<file path="src/rtl/o_serdes_pkg.sv">
// Shared constants, beat payload and tap stepping for the output serializer.
package o_serdes_pkg;

  localparam int unsigned WIDTH_MIN = 3;
  localparam int unsigned WIDTH_MAX = 10;
  localparam int unsigned TAP_MAX   = 63;
  localparam int unsigned TAP_W     = 6;

  typedef struct packed {
    logic oe;
    logic odd;
    logic even;
  } beat_t;

  typedef enum logic {
    ST_IDLE,
    ST_RUN
  } ser_state_t;

  // One saturating tap step up or down.
  function automatic logic [TAP_W-1:0] tap_step(input logic [TAP_W-1:0] tap, input logic inc);
    if (inc) begin
      return (tap == TAP_W'(TAP_MAX)) ? tap : tap + TAP_W'(1);
    end
    return (tap == '0) ? tap : tap - TAP_W'(1);
  endfunction

endpackage

</file>
<file path="src/rtl/o_serdes_delay.sv">
// Programmable output tap delay: tap register with load/step control and a beat delay line.
module o_delay
  import o_serdes_pkg::*;
#(
  parameter int unsigned DELAY = 0
) (
  input  logic             clk,
  input  logic             rst_n,
  input  logic             load,
  input  logic             adj,
  input  logic             incdec,
  input  beat_t            src,
  output beat_t            dly_c,
  output logic [TAP_W-1:0] tap
);

  logic [TAP_W-1:0]           tap_q;
  logic                       adj_q;
  beat_t [TAP_MAX-1:0]        line_q;

  // Reload has priority over a rising-edge step.
  always_ff @(posedge clk) begin
    if (!rst_n) begin
      tap_q <= TAP_W'(DELAY);
      adj_q <= 1'b0;
    end else begin
      adj_q <= adj;
      if (load) begin
        tap_q <= TAP_W'(DELAY);
      end else if (adj && !adj_q) begin
        tap_q <= tap_step(tap_q, incdec);
      end
    end
  end

  always_ff @(posedge clk) begin
    if (!rst_n) begin
      line_q <= '0;
    end else begin
      line_q <= {line_q[TAP_MAX-2:0], src};
    end
  end

  // Tap 0 passes the registered beat straight through.
  always_comb begin
    dly_c = src;
    if (tap_q != '0) begin
      dly_c = line_q[tap_q - TAP_W'(1)];
    end
  end

  assign tap = tap_q;

endmodule

</file>
<file path="src/rtl/o_serdes.sv">
// Parallel-to-serial output serializer (SDR/DDR) with optional tap delay and lane word alignment.
module o_serdes
  import o_serdes_pkg::*;
#(
  parameter int unsigned WIDTH     = 4,
  parameter string       DATA_RATE = "SDR",
  parameter string       EN_ODLY   = "FALSE",
  parameter int unsigned DELAY     = 0
) (
  input  logic             CLK_IN,
  input  logic             RST,
  input  logic [WIDTH-1:0] D,
  input  logic             DATA_VALID,
  input  logic             PLL_LOCK,
  input  logic             OE_IN,
  output logic             OE_OUT,
  input  logic             CHANNEL_BOND_SYNC_IN,
  output logic             CHANNEL_BOND_SYNC_OUT,
  input  logic             DLY_LOAD,
  input  logic             DLY_ADJ,
  input  logic             DLY_INCDEC,
  output logic [TAP_W-1:0] DLY_TAP_VALUE,
  output logic             Q
);

  localparam bit          IS_DDR  = (DATA_RATE == "DDR");
  localparam bit          USE_DLY = (EN_ODLY == "TRUE");
  localparam int unsigned BEATS   = IS_DDR ? (WIDTH + 1) / 2 : WIDTH;
  localparam int unsigned STEP    = IS_DDR ? 2 : 1;
  localparam int unsigned CNT_W   = 4;
  localparam int unsigned SH_W    = WIDTH + 1;

  if (WIDTH < WIDTH_MIN || WIDTH > WIDTH_MAX) begin : g_bad_width
    $fatal(1, "o_serdes: WIDTH %0d outside %0d..%0d", WIDTH, WIDTH_MIN, WIDTH_MAX);
  end
  if (DATA_RATE != "SDR" && DATA_RATE != "DDR") begin : g_bad_rate
    $fatal(1, "o_serdes: DATA_RATE must be SDR or DDR");
  end
  if (DELAY > TAP_MAX) begin : g_bad_delay
    $fatal(1, "o_serdes: DELAY %0d above %0d", DELAY, TAP_MAX);
  end

  ser_state_t       state_q, state_d;
  logic [CNT_W-1:0] beat_q, beat_d;
  logic [SH_W-1:0]  sh_q, sh_d;
  beat_t            out_q, cur_c, line_c;
  logic             sync_q, first_c, last_c, load_c, live_c;

  always_ff @(posedge CLK_IN) begin
    if (!RST) begin
      state_q <= ST_IDLE;
      beat_q  <= '0;
      sh_q    <= '0;
      out_q   <= '0;
      sync_q  <= 1'b0;
    end else begin
      state_q <= state_d;
      beat_q  <= beat_d;
      sh_q    <= sh_d;
      out_q   <= cur_c;
      sync_q  <= first_c;
    end
  end

  // Word load, beat sequencing and the bit pair presented for registration.
  // The shifter carries D[WIDTH-1] twice so an odd-width DDR word repeats its MSB.
  always_comb begin
    state_d = state_q;
    beat_d  = beat_q;
    sh_d    = sh_q;
    cur_c   = '0;
    first_c = 1'b0;
    live_c  = (state_q == ST_RUN) && PLL_LOCK;
    last_c  = (beat_q == CNT_W'(BEATS - 1));
    load_c  = PLL_LOCK && DATA_VALID &&
              (CHANNEL_BOND_SYNC_IN || state_q == ST_IDLE || last_c);

    if (live_c) begin
      cur_c.even = sh_q[0];
      cur_c.odd  = IS_DDR ? sh_q[1] : sh_q[0];
      first_c    = (beat_q == '0);
    end
    cur_c.oe = OE_IN;

    if (!PLL_LOCK) begin
      state_d = ST_IDLE;
      beat_d  = '0;
    end else if (load_c) begin
      state_d = ST_RUN;
      beat_d  = '0;
      sh_d    = {D[WIDTH-1], D};
    end else if (CHANNEL_BOND_SYNC_IN || (state_q == ST_RUN && last_c)) begin
      state_d = ST_IDLE;
      beat_d  = '0;
    end else if (state_q == ST_RUN) begin
      beat_d = beat_q + CNT_W'(1);
      sh_d   = sh_q >> STEP;
    end
  end

  if (USE_DLY) begin : g_dly
    o_delay #(.DELAY(DELAY)) u_dly (
      .clk    (CLK_IN),
      .rst_n  (RST),
      .load   (DLY_LOAD),
      .adj    (DLY_ADJ),
      .incdec (DLY_INCDEC),
      .src    (out_q),
      .dly_c  (line_c),
      .tap    (DLY_TAP_VALUE)
    );
  end else begin : g_bypass
    logic unused_dly;
    assign unused_dly    = ^{DLY_LOAD, DLY_ADJ, DLY_INCDEC};
    assign line_c        = out_q;
    assign DLY_TAP_VALUE = TAP_W'(DELAY);
  end

  // In SDR both slots hold the same bit, so the clock-level mux is transparent.
  assign Q                     = CLK_IN ? line_c.even : line_c.odd;
  assign OE_OUT                = line_c.oe;
  assign CHANNEL_BOND_SYNC_OUT = sync_q;

endmodule

</file>
<file path="config.mk">
export PLATFORM = sky130hd
export DESIGN_NAME = o_serdes
export DESIGN_NICKNAME = d
export VERILOG_FILES = /design/src/rtl/o_serdes_pkg.sv /design/src/rtl/o_serdes_delay.sv /design/src/rtl/o_serdes.sv
export SDC_FILE = /design/constraint.sdc
export NUM_CORES = 1
export LEC_CHECK = 0
export ABC_AREA = 1
export BUFFER_PORTS_ARGS = -buffer_cell sky130_fd_sc_hd__buf_2
export CAP_MARGIN = 25
export CORE_UTILIZATION = 48
export DETAILED_ROUTE_END_ITERATION = 10
export PLACE_DENSITY = 0.88
export SLEW_MARGIN = 20
export SYNTH_ARGS = -nofsm -noshare
export SYNTH_HDL_FRONTEND = slang
export SYNTH_HIERARCHICAL = 1
export SYNTH_SLANG_ARGS = --single-unit
</file>
<file path="constraint.sdc">
create_clock -name CLK_IN -period 1.4 [get_ports CLK_IN]
set_input_delay 0.07 -clock CLK_IN [delete_from_list [all_inputs] [get_ports CLK_IN]]
set_output_delay 0.07 -clock CLK_IN [all_outputs]
set_load 0.01 [all_outputs]
</file>
# == Yosys cells after proc, flatten, opt, wreduce, memory -nomap -nowiden ==
# Cells that the tools add are included.
# totals
reg_bits,13
out_inout_bits,9
word_cells,31
# op_classes
n_addsub,1
n_eq_ne,2
n_mux,5
bitwise_logic,3
reduce_logical,14
# op_table
cell,count
2-to-1 mux 5 bit,3
"adder 4 x 1 -> 4 bit, second input constant",1
"equality test 4 x 2 -> 1 bit, second input constant",1
logical AND 1 bit,4
logical NOT 4 bit,1
AND reduction 2 bit,2
nonzero test 2 bit,2
OR reduction 4 bit,1
logical OR 1 bit,3
inverter 1 bit,3
AND reduction 3 bit,1
2-to-1 mux 1 bit,2
"!= test 2 bit, second input constant",1

# == Longest topological paths before layout ==
# logic_depth
ltp_word,6
ltp_mapped,8
depth_no_buf,8

# == Worst setup path after synthesis ==
# OpenSTA, ideal clock, no wires.
# synth_path
path_kind,reg-to-reg
start,reg beat_q[0]
end,reg beat_q[0]
arrival_ps,1042
t_required_ps,1327
path_slack_ps,285
stages_incl_launch_ff,7
synth_period_minus_slack_ps,1115
cell_sequence,dfxtp_1 > ha_1 > nand2_1 > inv_1 > a21oi_1 > nand3_4 > nor3_2
# synth_via
elab_chain_len,4
elab_cells_between_ends,7
classes_between,add/sub (1); eq/ne (1); reduce/logical (5)
# synth_rtl
element,line_no,rtl
from (decl),o_serdes.sv:44,"logic [CNT_W-1:0] beat_q, beat_d;"
from (signal assigned),o_serdes.sv:58,beat_q <= beat_d;
equality test 4 x 2 -> 1 bit,o_serdes.sv:74,last_c = (beat_q == CNT_W'(BEATS - 1));
logical OR 1 bit or logical AND 1 bit (tied branches),"o_serdes.sv:76, o_serdes.sv:92",
logical AND 1 bit or logical OR 1 bit (tied branches),"o_serdes.sv:75, o_serdes.sv:92",
OR reduction 4 bit (no line),n/a,
# Several ways; a longest one is shown, not always the timed one.
# A chain may end at the register's enable or synchronous reset.

# == Worst setup path in the final report ==
# layout_path
start,reg beat_q[0]
end,reg sh_q[2]
# layout_via
elab_chain_len,5
elab_cells_between_ends,9
classes_between,eq/ne (2); mux (1); reduce/logical (6)
# layout_rtl
element,line_no,rtl
equality test 4 x 2 -> 1 bit *,o_serdes.sv:74,
logical OR 1 bit or logical AND 1 bit (tied branches),"o_serdes.sv:76, o_serdes.sv:92",
logical AND 1 bit or logical OR 1 bit (tied branches),"o_serdes.sv:75, o_serdes.sv:92",
!= test 2 bit (no line) or nonzero test 2 bit (tied branches),n/a,
AND reduction 3 bit (no line),n/a,
to (signal assigned),o_serdes.sv:53,sh_q <= '0;
to (signal assigned),o_serdes.sv:59,sh_q <= sh_d;
to (decl),o_serdes.sv:45,"logic [SH_W-1:0] sh_q, sh_d;"
# Every way passes the cells marked *; elsewhere a longest branch is shown, timed or not.

==> flow_metrics.env <==
export IMPL_critPathLaunchType="register"
export IMPL_hold_start="RST"
export IMPL_clock_sinks=13
export IMPL_arrival_worst_endpoint_ns=1.38
export IMPL_dr_first_iter_drc_count=8
export IMPL_overall_routed_net_length_mm=1.07
export IMPL_criticalPathCategory="register to register"
export IMPL_finalInstanceArea_um2=774
export IMPL_drv_cap=0
export IMPL_count_of_unique_library_cells_instantiated_by_yosys=20
export IMPL_timing_reg2reg_setup_slack_ns=0.19
export IMPL_cts_hold_fix_buffers=1
export IMPL_syn_cell_area_um2=686
export IMPL_drive_above_1_share=0.248
export IMPL_result_of_the_run="complete, no violations"
export IMPL_power_density_cell_area_nw_per_um2=888
export IMPL_report_final_slew_viol_count=0
export IMPL_timing_final_hold_violations=0
export IMPL_clk_pin_slew_ns=0.07
export IMPL_numPortBuffers=12
export IMPL_clock_fmax_ghz=0.827
export IMPL_dpl_instance_area_um2=738
export IMPL_worst_vdd_ir_mv=0.597
export IMPL_clock_insertion_delay_at_the_later_pin_of_the_skew_report_ns=0.27
export IMPL_route_detailed_vias_per_inst=4.65
export IMPL_detail_route_first_pass_iterations=5
export IMPL_hold_depth=3
export IMPL_antenna_cells=0
export IMPL_number_of_setup_violations_in_the_final_report=0
export IMPL_post_cts_repair_setup_buffers=0
export IMPL_clock_skew_final_ns=0.00138
export IMPL_vias=576
export IMPL_synth_cells=93
export IMPL_grt_ovfl_total=0
export IMPL_cts_resized_gates=0
export IMPL_ctsLongestPathBuffers=2
export IMPL_ys_seq_elements=13
export IMPL_floorplan_die_height_um=39.8
export IMPL_numCtsBuffers=3
export IMPL_groute_usage_overall=0.180
export IMPL_die_area_um2=1580
export IMPL_grt_start_max_net_pins=8
export IMPL_worstSetupEndpointType="register"
export IMPL_totalNegativeSetupSlack_ns=0
export IMPL_finalWeightedCongestion=0.706
export IMPL_pin_count=22
export IMPL_detail_route_drc_violations=0
export IMPL_coreArea_um2=1320
export IMPL_clock_tree_htree_level_count=1
export IMPL_reg2reg_from="beat_q[0]$_SDFFE_PP0P_"
export IMPL_die_width_um=39.8
export IMPL_syn2layout_area_growth_pct=13.0
export IMPL_rsz_0062_raised_after_global_routing="no"
export IMPL_antenna_left=0
export IMPL_report_power_total_w=0.000688
export IMPL_initial_core_util=0.520
export IMPL_cp_max_fo=6
export IMPL_postSynthAreaPerCell_um2=7.37
export IMPL_grt_antenna_before_repair=0
export IMPL_rr_worst_depth=8
export IMPL_cts_root_buf="sky130_fd_sc_hd__clkbuf_4"
export IMPL_post_route_period_util=0.863
export IMPL_rr_endpoint="sh_q[2]$_SDFFE_PN0P_"
export IMPL_yosysWarnings=6
export IMPL_tritoncts="yes"
export IMPL_yosysSeqAreaShare=0.380
export IMPL_finalNetCount=125
export IMPL_hpwlAfterDp_um=879
export IMPL_min_period_ns=1.21
export IMPL_whs_endpoint="OE_OUT$_SDFF_PN0_"
export IMPL_core_rowCount=13
export IMPL_number_of_global_route_vias_before_repair=494
export IMPL_routedWlPerCell_um=8.60
export IMPL_wire_length_of_the_first_global_routing_pass_mm=1.84
export IMPL_cp_required_ns=1.57
export IMPL_worstHoldPathType="primary input to register"
export IMPL_cell_leakage_power_nw=0.417
[worst max-delay path, stage by stage, from the launching register on]
cell,delay [ns]
sky130_fd_sc_hd__dfxtp_1,0.38
sky130_fd_sc_hd__ha_1,0.18
sky130_fd_sc_hd__nand2_1,0.11
sky130_fd_sc_hd__nand2_4,0.12
sky130_fd_sc_hd__nand2_2,0.06
sky130_fd_sc_hd__nand2_2,0.10
sky130_fd_sc_hd__nand2_1,0.06
sky130_fd_sc_hd__nand2_1,0.07
sky130_fd_sc_hd__inv_1,0.04
[worst max-delay path by stage]
stage	from	to	slack (ns)	cells past startpoint
global placement	beat_q[0]$_SDFFE_PP0P_	sh_q[3]$_SDFFE_PN0P_	0.22	8
CTS	beat_q[0]$_SDFFE_PP0P_	sh_q[2]$_SDFFE_PN0P_	0.18	7
detailed placement	beat_q[0]$_SDFFE_PP0P_	sh_q[2]$_SDFFE_PN0P_	0.19	8
floorplan	beat_q[0]$_SDFFE_PP0P_	beat_q[0]$_SDFFE_PP0P_	0.28	6
global route	beat_q[2]$_SDFFE_PP0P_	sh_q[0]$_SDFFE_PN0P_	0.08	8
finish	beat_q[0]$_SDFFE_PP0P_	sh_q[2]$_SDFFE_PN0P_	0.19	8
[cell type report]
| class | count | area (um^2) |
|---|---|---|
| multi-input combinational | 65 | 347 |
| sequential | 13 | 260 |
| tap | 15 | 18.8 |
| inverter | 14 | 52.6 |
| timing repair buffer | 13 | 70.1 |
| clock buffer | 4 | 26.3 |
| fill | 124 | 543 |
[metrics by stage]
| step | util | setup WS, ns | cells | hold slack, ns |
|---|---|---|---|---|
| finish | 0.588 | 0.191 | 124 | 0.0715 |
| global route | 0.588 | 0.0752 | 124 | 0.0716 |
| CTS | 0.588 | 0.181 | 124 | 0.0590 |
| detailed placement | 0.560 | 0.193 | 119 | 0.255 |
| global placement | 0.560 | 0.225 | 119 | 0.253 |
| floorplan | - | 0.285 | 98 | 0.163 |
[synth_stat cells]
library cell               instances  area share
sky130_fd_sc_hd__or2_2             1      0.0091
sky130_fd_sc_hd__nand2_4           2       0.033
sky130_fd_sc_hd__inv_2             1      0.0055
sky130_fd_sc_hd__xor2_1            1       0.013
sky130_fd_sc_hd__nor2_2            1      0.0091
sky130_fd_sc_hd__nand3_4           1       0.026
sky130_fd_sc_hd__nand2_1          25        0.14
sky130_fd_sc_hd__a21oi_2           1       0.013
sky130_fd_sc_hd__nand3_1          11       0.080
sky130_fd_sc_hd__conb_1            1      0.0055
sky130_fd_sc_hd__a21oi_1           2       0.015
sky130_fd_sc_hd__inv_1            13       0.071
sky130_fd_sc_hd__nand2_2           3       0.027
sky130_fd_sc_hd__dfxtp_1          13        0.38
sky130_fd_sc_hd__nor2_4            1       0.016
sky130_fd_sc_hd__nor3_2            1       0.015
sky130_fd_sc_hd__nor2_1            6       0.033
sky130_fd_sc_hd__ha_1              2       0.036
sky130_fd_sc_hd__a21boi_0          1       0.011
sky130_fd_sc_hd__buf_4             6       0.066
[registers in the layout (all words and copies together) (netlist names)]
register and cells:
CHANNEL_BOND_SYNC_OUT 1, OE_OUT 1, beat_q 4, line_c 1, sh_q 5, state_q 1
[cells in the final DEF, fill, tap and decap left out, types with 2 or more instances in the layout]
| cell | instances |
|---|---|
| sky130_fd_sc_hd__dfxtp_1 | 13 |
| sky130_fd_sc_hd__a21oi_1 | 2 |
| sky130_fd_sc_hd__nand2_2 | 3 |
| sky130_fd_sc_hd__nor2_1 | 6 |
| sky130_fd_sc_hd__inv_1 | 13 |
| sky130_fd_sc_hd__conb_1 | 6 |
| sky130_fd_sc_hd__nand3_1 | 11 |
| sky130_fd_sc_hd__buf_2 | 12 |
| sky130_fd_sc_hd__nand2_1 | 25 |
| sky130_fd_sc_hd__clkbuf_4 | 3 |
| sky130_fd_sc_hd__nand2_4 | 2 |
| sky130_fd_sc_hd__ha_1 | 2 |
[cells by family (layout without fill, tap and decap cells)]
group	Yosys count	in the layout	synth area share
DFF	13	13	0.380
adders and majority gates	2	2	0.0365
other	1	6	0.00547
xor gates and xnor gates	1	1	0.0128
and+or+nand+nor	52	52	0.385
AOI/OAI and AO/OA	4	4	0.0383
buffers and inverters	20	31	0.142
[power breakdown]
group	internal [W]	leakage (nW)	switching (W)
sequential	0.000380	0.106	0.00000569
combinational	0.0000304	0.296	0.0000483
clock	0.000110	0.0150	0.000113
total	0.000521	0.417	0.000167
[metal layers]
metal | global-route usage | share of wire
met4 | 0.0517 | 0
met1 | 0.184 | 0.44
met2 | 0.320 | 0.51
met5 | 0 | 0
met3 | 0.0852 | 0.053
No activity file was read; power rests on OpenSTA's default activity.
